## src/rtl/icsp_pkg.sv

```systemverilog
// Shared constants and state encoding for the ICSP program loader.
package icsp_pkg;

    localparam int unsigned CMD_BITS        = 6;
    localparam int unsigned DATA_FRAME_BITS = 16;

    localparam logic [CMD_BITS-1:0] CMD_LOAD_DATA  = 6'b000010;
    localparam logic [CMD_BITS-1:0] CMD_INC_ADDR   = 6'b000110;
    localparam logic [CMD_BITS-1:0] CMD_BEGIN_PROG = 6'b001000;
    localparam logic [CMD_BITS-1:0] CMD_RESET_ADDR = 6'b010110;

    typedef enum logic [1:0] {
        S_IDLE  = 2'd0,
        S_CMD   = 2'd1,
        S_DATA  = 2'd2,
        S_WRITE = 2'd3
    } icsp_state_t;

endpackage

```

## src/rtl/icsp_sync_edge.sv

```systemverilog
// Two-flop synchronizers for the programmer pins plus a registered
// falling-edge detector on icsp_clk; data is delayed to line up with the edge.
module icsp_sync_edge (
    input  logic clk,
    input  logic rst_n,
    input  logic prog_en,
    input  logic icsp_clk,
    input  logic icsp_data,
    output logic sync_prog_en,
    output logic sync_data,
    output logic clk_fall
);

    logic r_pe_meta;
    logic r_pe_sync;
    logic r_ck_meta;
    logic r_ck_sync;
    logic r_ck_prev;
    logic r_dat_meta;
    logic r_dat_sync;
    logic r_dat_q;
    logic r_fall;

    // Synchronize inputs and register the icsp_clk high-to-low transition
    always_ff @(posedge clk) begin
        if (!rst_n) begin
            r_pe_meta  <= 1'b0;
            r_pe_sync  <= 1'b0;
            r_ck_meta  <= 1'b0;
            r_ck_sync  <= 1'b0;
            r_ck_prev  <= 1'b0;
            r_dat_meta <= 1'b0;
            r_dat_sync <= 1'b0;
            r_dat_q    <= 1'b0;
            r_fall     <= 1'b0;
        end else begin
            r_pe_meta  <= prog_en;
            r_pe_sync  <= r_pe_meta;
            r_ck_meta  <= icsp_clk;
            r_ck_sync  <= r_ck_meta;
            r_ck_prev  <= r_ck_sync;
            r_dat_meta <= icsp_data;
            r_dat_sync <= r_dat_meta;
            r_dat_q    <= r_dat_sync;
            r_fall     <= r_ck_prev & ~r_ck_sync;
        end
    end

    assign sync_prog_en = r_pe_sync;
    assign sync_data    = r_dat_q;
    assign clk_fall     = r_fall;

endmodule

```

## src/rtl/icsp_program_loader.sv

```systemverilog
// Serial ICSP receiver: decodes command/data frames and drives the program
// memory write port while holding the core off.
module icsp_program_loader
    import icsp_pkg::*;
#(
    parameter int unsigned ADDR_WIDTH  = 13,
    parameter int unsigned INSTR_WIDTH = 14,
    parameter int unsigned CMD_WIDTH   = 6
) (
    input  logic                   clk,
    input  logic                   rst_n,
    input  logic                   prog_en,
    input  logic                   icsp_clk,
    input  logic                   icsp_data,
    output logic                   cpu_hold,
    output logic                   mem_wr_en,
    output logic [ADDR_WIDTH-1:0]  mem_wr_addr,
    output logic [INSTR_WIDTH-1:0] mem_wr_data,
    output logic                   busy
);

    localparam int unsigned CNT_W = $clog2(DATA_FRAME_BITS + 1);

    logic w_pe;
    logic w_dat;
    logic w_fall;

    icsp_state_t             r_state;
    logic                    r_pe_q;
    logic [CNT_W-1:0]        r_cnt;
    logic [DATA_FRAME_BITS-1:0] r_shift;
    logic [ADDR_WIDTH-1:0]   r_addr;
    logic [INSTR_WIDTH-1:0]  r_data;
    logic                    r_wr_en;
    logic                    r_hold;
    logic                    r_busy;

    icsp_state_t             w_state_nxt;
    logic [CNT_W-1:0]        w_cnt_nxt;
    logic [DATA_FRAME_BITS-1:0] w_shift_nxt;
    logic [ADDR_WIDTH-1:0]   w_addr_nxt;
    logic [INSTR_WIDTH-1:0]  w_data_nxt;
    logic                    w_wr_en_nxt;
    logic                    w_hold_nxt;
    logic                    w_busy_nxt;

    logic [DATA_FRAME_BITS-1:0] w_shift_in;
    logic [CMD_WIDTH-1:0]    w_cmd;

    icsp_sync_edge u_sync (
        .clk          (clk),
        .rst_n        (rst_n),
        .prog_en      (prog_en),
        .icsp_clk     (icsp_clk),
        .icsp_data    (icsp_data),
        .sync_prog_en (w_pe),
        .sync_data    (w_dat),
        .clk_fall     (w_fall)
    );

    // Bits arrive LSB first, so shift in at the top; a full frame ends up aligned
    assign w_shift_in = {w_dat, r_shift[DATA_FRAME_BITS-1:1]};
    assign w_cmd      = w_shift_in[DATA_FRAME_BITS-1 -: CMD_WIDTH];

    // State and registered outputs
    always_ff @(posedge clk) begin
        if (!rst_n) begin
            r_state <= S_IDLE;
            r_pe_q  <= 1'b0;
            r_cnt   <= '0;
            r_shift <= '0;
            r_addr  <= '0;
            r_data  <= '0;
            r_wr_en <= 1'b0;
            r_hold  <= 1'b0;
            r_busy  <= 1'b0;
        end else begin
            r_state <= w_state_nxt;
            r_pe_q  <= w_pe;
            r_cnt   <= w_cnt_nxt;
            r_shift <= w_shift_nxt;
            r_addr  <= w_addr_nxt;
            r_data  <= w_data_nxt;
            r_wr_en <= w_wr_en_nxt;
            r_hold  <= w_hold_nxt;
            r_busy  <= w_busy_nxt;
        end
    end

    // Next-state, frame collection and command decode
    always_comb begin
        w_state_nxt = r_state;
        w_cnt_nxt   = r_cnt;
        w_shift_nxt = r_shift;
        w_addr_nxt  = r_addr;
        w_data_nxt  = r_data;
        w_wr_en_nxt = 1'b0;
        w_hold_nxt  = 1'b0;
        w_busy_nxt  = 1'b0;

        case (r_state)
            S_IDLE: begin
                if (w_pe && !r_pe_q) begin
                    w_state_nxt = S_CMD;
                    w_addr_nxt  = '0;
                    w_cnt_nxt   = '0;
                end
            end
            S_CMD: begin
                if (!w_pe) begin
                    w_state_nxt = S_IDLE;
                    w_cnt_nxt   = '0;
                end else if (w_fall) begin
                    w_shift_nxt = w_shift_in;
                    if (r_cnt == CNT_W'(CMD_WIDTH - 1)) begin
                        w_cnt_nxt = '0;
                        case (w_cmd)
                            CMD_LOAD_DATA:  w_state_nxt = S_DATA;
                            CMD_INC_ADDR:   w_addr_nxt  = r_addr + ADDR_WIDTH'(1);
                            CMD_BEGIN_PROG: begin
                                w_state_nxt = S_WRITE;
                                w_wr_en_nxt = 1'b1;
                            end
                            CMD_RESET_ADDR: w_addr_nxt  = '0;
                            default: ;
                        endcase
                    end else begin
                        w_cnt_nxt = r_cnt + CNT_W'(1);
                    end
                end
            end
            S_DATA: begin
                if (!w_pe) begin
                    w_state_nxt = S_IDLE;
                    w_cnt_nxt   = '0;
                end else if (w_fall) begin
                    w_shift_nxt = w_shift_in;
                    if (r_cnt == CNT_W'(DATA_FRAME_BITS - 1)) begin
                        w_cnt_nxt   = '0;
                        w_data_nxt  = w_shift_in[INSTR_WIDTH:1];
                        w_state_nxt = S_CMD;
                    end else begin
                        w_cnt_nxt = r_cnt + CNT_W'(1);
                    end
                end
            end
            S_WRITE: begin
                w_state_nxt = w_pe ? S_CMD : S_IDLE;
            end
            default: begin
                w_state_nxt = S_IDLE;
                w_cnt_nxt   = '0;
            end
        endcase

        w_hold_nxt = (w_state_nxt != S_IDLE);
        w_busy_nxt = ((w_state_nxt == S_CMD) || (w_state_nxt == S_DATA)) &&
                     (w_cnt_nxt != '0);
    end

    assign cpu_hold    = r_hold;
    assign mem_wr_en   = r_wr_en;
    assign mem_wr_addr = r_addr;
    assign mem_wr_data = r_data;
    assign busy        = r_busy;

endmodule

```

## config.mk

```make
export PLATFORM = sky130hd
export DESIGN_NAME = icsp_program_loader
export DESIGN_NICKNAME = d
export VERILOG_FILES = /design/src/rtl/icsp_pkg.sv /design/src/rtl/icsp_sync_edge.sv /design/src/rtl/icsp_program_loader.sv
export SDC_FILE = /design/constraint.sdc
export NUM_CORES = 1
export LEC_CHECK = 0
export ABC_CLOCK_PERIOD_IN_PS = 3400
export CORE_ASPECT_RATIO = 1.4
export CORE_MARGIN = 4
export CORE_UTILIZATION = 36
export DETAILED_ROUTE_END_ITERATION = 10
export MAX_ROUTING_LAYER = met4
export PLACE_DENSITY = 0.63
export RECOVER_POWER = 25
export SYNTH_ARGS = -nofsm -noshare
export SYNTH_HDL_FRONTEND = slang
export SYNTH_HIERARCHICAL = 1
export SYNTH_SLANG_ARGS = --single-unit
```

## constraint.sdc

```tcl
create_clock -name clk -period 3.4 [get_ports clk]
set_input_delay 0.68 -clock clk [delete_from_list [all_inputs] [get_ports clk]]
set_output_delay 0.68 -clock clk [all_outputs]
set_load 0.005 [all_outputs]
```

==> impl_results.md, run 1 <==
* Status: finished with violations
* Failing checks: capacitance limit, slew limit
* Fin crit share at 78.6%
* Port Buffer Count at 34
* Crit path max-delay cell type: clkbuf_1
* Post-CTS Setup Bufs at 0
* Max Root-Sink Buffers at 2
* Worst Tran Pin Value at roughly 1.6 ns
* Post-synth EDFFs at 0
* Total global routing track utilization at between 10% and 20%
* Multi-input logic area at 1430 sq um
* Final Util at 45.0%
* Ports at 35
* Sequential area share after synthesis at ~44%
* Post-synth top cells: nand2_1 (70), dfxtp_1 (61), a21oi_1 (37), nor2_1 (21)
* DRC errors left at 0
* Grt ovf at 0
* GP Congestion at around 0.91
* Unrepaired setup endpoints after global routing: no
* Vias in the first global route at between 2000 and 2500
* Register area at approximately 1200 sq um
* Fraction of final layout cells with drive strength greater than 1 at approximately 8.3%
* Top area cells in the synthesized netlist: dfxtp_1 (44%), nand2_1 (9.5%), a21oi_1 (6.7%)
* Clock Latency Late Sink at about 0.34 ns
* CTS tree: done
* Starting Density at a little under two fifths
* YS warnings at 6
* Max-slew violations at 37
* Core area at ~7400 sq um
* # setup viols final at 0
* WL met3 at 253 um
* CP max stage delay at roughly 1.2 ns
* Met2 WL at around 3 mm
* Metal-1 WL at roughly 2.6 mm
* Tmin final at roughly 2.7 ns
* Async set-reset flop share out of synthesis at 0%
* Synth cell types at 49
* Hold_ws at ~0.44 ns
* Worst EP required at roughly 3.5 ns
* Hold Buf Count CTS at 0
* Power Total at 1.36 mW
* Share of the synthesized area in the top cell type at ~44%
* Via count at between 2000 and 2500
* Leading area contributor after synthesis: dfxtp_1
* Avg Vias per Cell at ~5.2
* Antenna violations before repair at 0
* Clk sinks at between 60 and 70
* Critical path class: in -> reg
* Setup ws final at between 0.7 and 0.8 ns
* # diodes at 0
* Syn nets at between 300 and 400
* Total die area at 9150 sq um
* Post-DP HPWL at about 4.2 mm
* Leak pwr at between 1 and 1.5 nW
* Clock skew at approximately 0.0098 ns
* First-pass GRT wire length at about 10 mm
* Clock Pin Slew Worst Setup and Hold Paths at roughly 0.070 ns
* PwrDens at 409 nW/um^2
* Iteration-0 DRC Markers at 99
* Post-synthesis cell area at roughly 2800 sq um
* Hold Fails Final Rpt at 0
* Most common cell in the netlist: nand2_1
* Synth Flop Type: dfxtp_1
* CTS root buffer: clkbuf_8
* Syn Inst Count at ~330
* Drt wl/cell at approximately 13 um
* Setup TNS at 0 ns
* CTS Buf Count at 9
* Syn_area_per_cell at ~8.5 sq um
* Worst IR Drop VDD at approximately 0.00018 V
* Fmax achieved at 374 MHz
* Max-cap violations at 1
* Post-cts resize count at 0
* Critical Path AT at around 2.8 ns
* Hold Path Class: reg -> reg
* Row cnt at 37
* Largest net degree at the start of global routing at 37
* Worst slack, placed at roughly 1.1 ns
* Final WL at roughly 6 mm
* Crit-path cells: dlygate4sd3_1 -> clkinv_1 -> clkbuf_1 -> nor3_1
* Crit Path Max Fanout at 36
* Detail Route Antenna Nets at 0
* Worst setup EP type: register
* Die Height at roughly 110 um
* Setup crit start kind: input pin
* Layout Nets at around 370
* Pre-antenna DRT Iters at 4
* Synthesis-stage register bit count at 61
* Layout fillers at approximately 740
* Max layer used: met4
* Worst slew margin at -5.96%
* Die W at ~82 um
* Synthesis-to-layout area growth at 20.8%
* H-tree Lvls at 3
cells by family after synthesis:
group | synth area share, %
multiplexers | 0.408
adder cells (fa/ha/maj) | 4.99
AO/OA/AOI/OAI | 17.4
AND/OR/NAND/NOR | 26.1
flip-flops | 44.2
buffers and inverters | 3.99
XOR/XNOR | 2.86
placed cells by master, fill, tap and decap left out, types with 5 or more instances in the layout:
master / n
inv_1: 8
a21oi_1: 37
a2111oi_0: 5
clkdlybuf4s50_1: 33
dfxtp_1: 61
ha_1: 11
a211oi_1: 5
nand3_1: 9
nand2_1: 70
o31ai_1: 5
nor2_1: 21
and3_1: 5
nand4_1: 5
xnor2_1: 9
and2_2: 8
clkbuf_8: 11
layout make-up:
type                       instances  area share (%)
multi-input combinational        239            42.9
sequential                        61            36.6
timing repair buffer              36            10.5
clock buffer                      12            4.65
tap                               97            3.64
inverter                           9            1.01
clock inverter                     3           0.638
final timing paths:
check	start	endpoint	slack (ns)	cells after the start
worst max register to register	r_cnt[0]$_SDFF_PN0_	busy$_SDFF_PN0_	1.08	10
worst max-delay path	rst_n	r_cnt[4]$_SDFF_PN0_	0.73	4
worst min register to register	u_sync/r_pe_meta$_SDFF_PN0_	u_sync/sync_prog_en$_SDFF_PN0_	0.44	1
worst min-delay path	u_sync/r_pe_meta$_SDFF_PN0_	u_sync/sync_prog_en$_SDFF_PN0_	0.44	1
through the flow:
step           cells  instance area [sq um]
2_1_floorplan    326                   2760
3_3_place_gp     442                   3160
3_5_place_dp     442                   3160
4_1_cts          457                   3340
5_1_grt          457                   3330
6_report         457                   3330
metal layers:
metal  up-vias  GRT usage (%)
li1       1197              -
met1      1112           16.4
met2        50           23.6
met3        11           4.85
met4         0           6.76
met5         -              -
where the power goes:
part | internal, mW | leakage [nW] | total [mW] | switching (mW)
Combinational | 0.0255 | 0.543 | 0.0637 | 0.0382
Clock | 0.300 | 0.0884 | 0.571 | 0.270
Sequential | 0.721 | 0.493 | 0.728 | 0.00638
registers in the layout, summed over array words and instances, names as in the netlist:
name / flops
r_shift: 14
u_sync/r_dat_meta: 1
mem_wr_data: 14
r_pe_q: 1
u_sync/clk_fall: 1
u_sync/r_dat_sync: 1
busy: 1
r_cnt: 5
cpu_hold: 1
u_sync/r_ck_sync: 1
r_state: 2
u_sync/r_ck_meta: 1
mem_wr_addr: 13
mem_wr_en: 1
u_sync/sync_data: 1
u_sync/sync_prog_en: 1
u_sync/r_ck_prev: 1
u_sync/r_pe_meta: 1
critical path, delay by kind of cell:
family | cells | cell delay, ns
simple gates | 1 | 0.18
buf+inv | 3 | 1.95
Note: power is estimated with default switching activity, not from simulation.
==> run 2: changes to the inputs <==
--- a/config.mk
+++ b/config.mk
@@ -5,13 +5,13 @@
 export SDC_FILE = /design/constraint.sdc
 export NUM_CORES = 1
 export LEC_CHECK = 0
-export ABC_CLOCK_PERIOD_IN_PS = 3400
+export ABC_CLOCK_PERIOD_IN_PS = 2300
 export CORE_ASPECT_RATIO = 1.4
 export CORE_MARGIN = 4
 export CORE_UTILIZATION = 36
 export DETAILED_ROUTE_END_ITERATION = 10
 export MAX_ROUTING_LAYER = met4
-export PLACE_DENSITY = 0.63
+export PLACE_DENSITY = 0.65
 export RECOVER_POWER = 25
 export SYNTH_ARGS = -nofsm -noshare
 export SYNTH_HDL_FRONTEND = slang
==> constraint.sdc (replaced) <==
create_clock -name clk -period 2.3 [get_ports clk]
set_input_delay 0.46 -clock clk [delete_from_list [all_inputs] [get_ports clk]]
set_output_delay 0.46 -clock clk [all_outputs]
set_load 0.005 [all_outputs]
==> impl_results.md, run 2 (synthesis gave the netlist of run 1 again) <==
* Status: finished, final reports clean
* Worst Tran Pin Value at 0.522 ns
* Drt wl/cell at approximately 13 um
* Worst EP required at ~2.5 ns
* Cell area after layout at roughly 3600 sq um
* First-pass GRT wire length at between 10 and 15 mm
* CTS tree: done
* Detail Route Antenna Nets at 0
* Max-cap violations at 0
* Synthesis-to-layout area growth at 29.1%
* Tmin final at around 2.2 ns
* Layout Nets at 386
* Most common cell after layout, fill and taps aside: nand2_1
* # diodes at 0
* Leak pwr at approximately 1.2 nW
* Final Util at 48.1%
* Placed Cells at roughly 460
* Core area at around 7400 sq um
* CTS Buf Count at 9
* H-tree Lvls at 3
* Setup crit start kind: register
* Vias in the first global route at around 2300
* Max-slew violations at 0
* Setup TNS at 0 ns
* Fin crit share at roughly 96%
* DRC errors left at 0
* Bufs and invs on worst path at 0
* Port Buffer Count at 34
* Max Root-Sink Buffers at 2
* Antenna violations before repair at 0
* Avg Vias per Cell at approximately 5.1
* Grt ovf at 0
* Most Frequent Cell on Critical Path: nand2_1
* Pre-antenna DRT Iters at 4
* Fmax achieved at 453 MHz
* Worst slack, placed at -0.0507 ns
* Crit path max-delay cell type: dfxtp_2
* Worst IR Drop VDD at around 0.00039 V
* GP Congestion at about 0.94
* Hold_ws at approximately 0.44 ns
* Unrepaired setup endpoints after global routing: yes
* Hold Fails Final Rpt at 0
* Post-CTS Setup Bufs at 0
* Post-DP HPWL at about 4.4 mm
* Family with the most delay on the worst path: adder cells
* CTS root buffer: clkbuf_8
* Clock skew at around 0.01 ns
* # setup viols final at 0
* Critical Path AT at 2.41 ns
* Worst slew margin at roughly 64%
* Fraction of final layout cells with drive strength greater than 1 at between 10% and 20%
* Worst setup EP type: register
* Critical path class: reg -> reg
* Largest net degree at the start of global routing at 33
* Commonest cells after routing, fill and taps aside: nand2_1 (69), dfxtp_1 (59), a21oi_1 (37)
* Die Height at approximately 110 um
* Via count at about 2400
* Clock Pin Slew Worst Setup and Hold Paths at about 0.07 ns
* Hold Path Class: reg -> reg
* Row cnt at 37
* Power Total at about 2.3 mW
* Total global routing track utilization at 15.0%
* Ports at 35
* Post-Layout Cell Count at approximately 470
* Layout fillers at 732
* Crit Path Max Fanout at 6
* Total die area at around 9000 sq um
* CP max stage delay at about 0.35 ns
* Clk sinks at approximately 60
* Starting Density at between 30% and 40%
* Area post-placement at between 3000 and 4000 sq um
* Die W at just over 80 um
* Crit-path cells: ha_2 -> and3_1 -> ha_1 -> nand2_1 -> nand2_1 -> a211o_1 -> o31ai_2 -> ha_1 -> nand2_1 -> a31oi_1
* PwrDens at between 600 and 700 nW/um^2
* Final WL at ~6.3 mm
* Clock Latency Late Sink at approximately 0.33 ns
* Iteration-0 DRC Markers at 91
* Setup ws final at approximately 0.094 ns
==> run 2: changes by cell type in the layout (fill, tap and decap cells not counted), sizes merged <==
| cell | before | now |
|---|---|---|
| clkdlybuf4s50 | 33 | 30 |
| clkinv | 3 | 1 |
| buf | 1 | 16 |
| bufinv | 0 | 3 |
| clkbuf | 13 | 9 |
| clkinvlp | 1 | 3 |
| dlygate4sd3 | 1 | 4 |
| inv | 8 | 9 |
==> run 2: where the power goes <==
group          total [mW]  internal, mW  switching (mW)
clock network        1.15         0.722           0.425
logic               0.114        0.0503          0.0637
registers            1.07          1.07         0.00825
==> run 2: repair_timing <==
| action | in CTS | in global routing |
|---|---|---|
| setup endpoints to repair | 1 | 7 |
| resized for setup | 3 | 10 |
| hold buffers | 0 | 0 |
==> run 2: metal layers <==
metal	vias up	GRT usage (%)	part of all wire, %
met5	-	-	0
met4	0	8.09	3.7
met3	17	4.21	3.9
met2	56	22.8	50
met1	1138	17.5	42
li1	1215	-	-
==> run 2: area by class of cell <==
class	instances	area, sq um	share of cell area [%]
multi-input cells	239	1470	41.2
flip-flops and latches	61	1220	34.3
repair buffers	50	473	13.3
clock buffers	9	124	3.47
clock inverters	7	121	3.40
well taps	97	121	3.40
inverters	9	33.8	0.948
==> run 2: path summary, 6_finish.rpt <==
check	endpoint	start	cells past startpoint	slack, ns
worst min register to register	u_sync/sync_prog_en$_SDFF_PN0_	u_sync/r_pe_meta$_SDFF_PN0_	1	0.44
worst max register to register	busy$_SDFF_PN0_	r_cnt[0]$_SDFF_PN0_	10	0.09
worst max-delay path	busy$_SDFF_PN0_	r_cnt[0]$_SDFF_PN0_	10	0.09
worst min-delay path	u_sync/sync_prog_en$_SDFF_PN0_	u_sync/r_pe_meta$_SDFF_PN0_	1	0.44
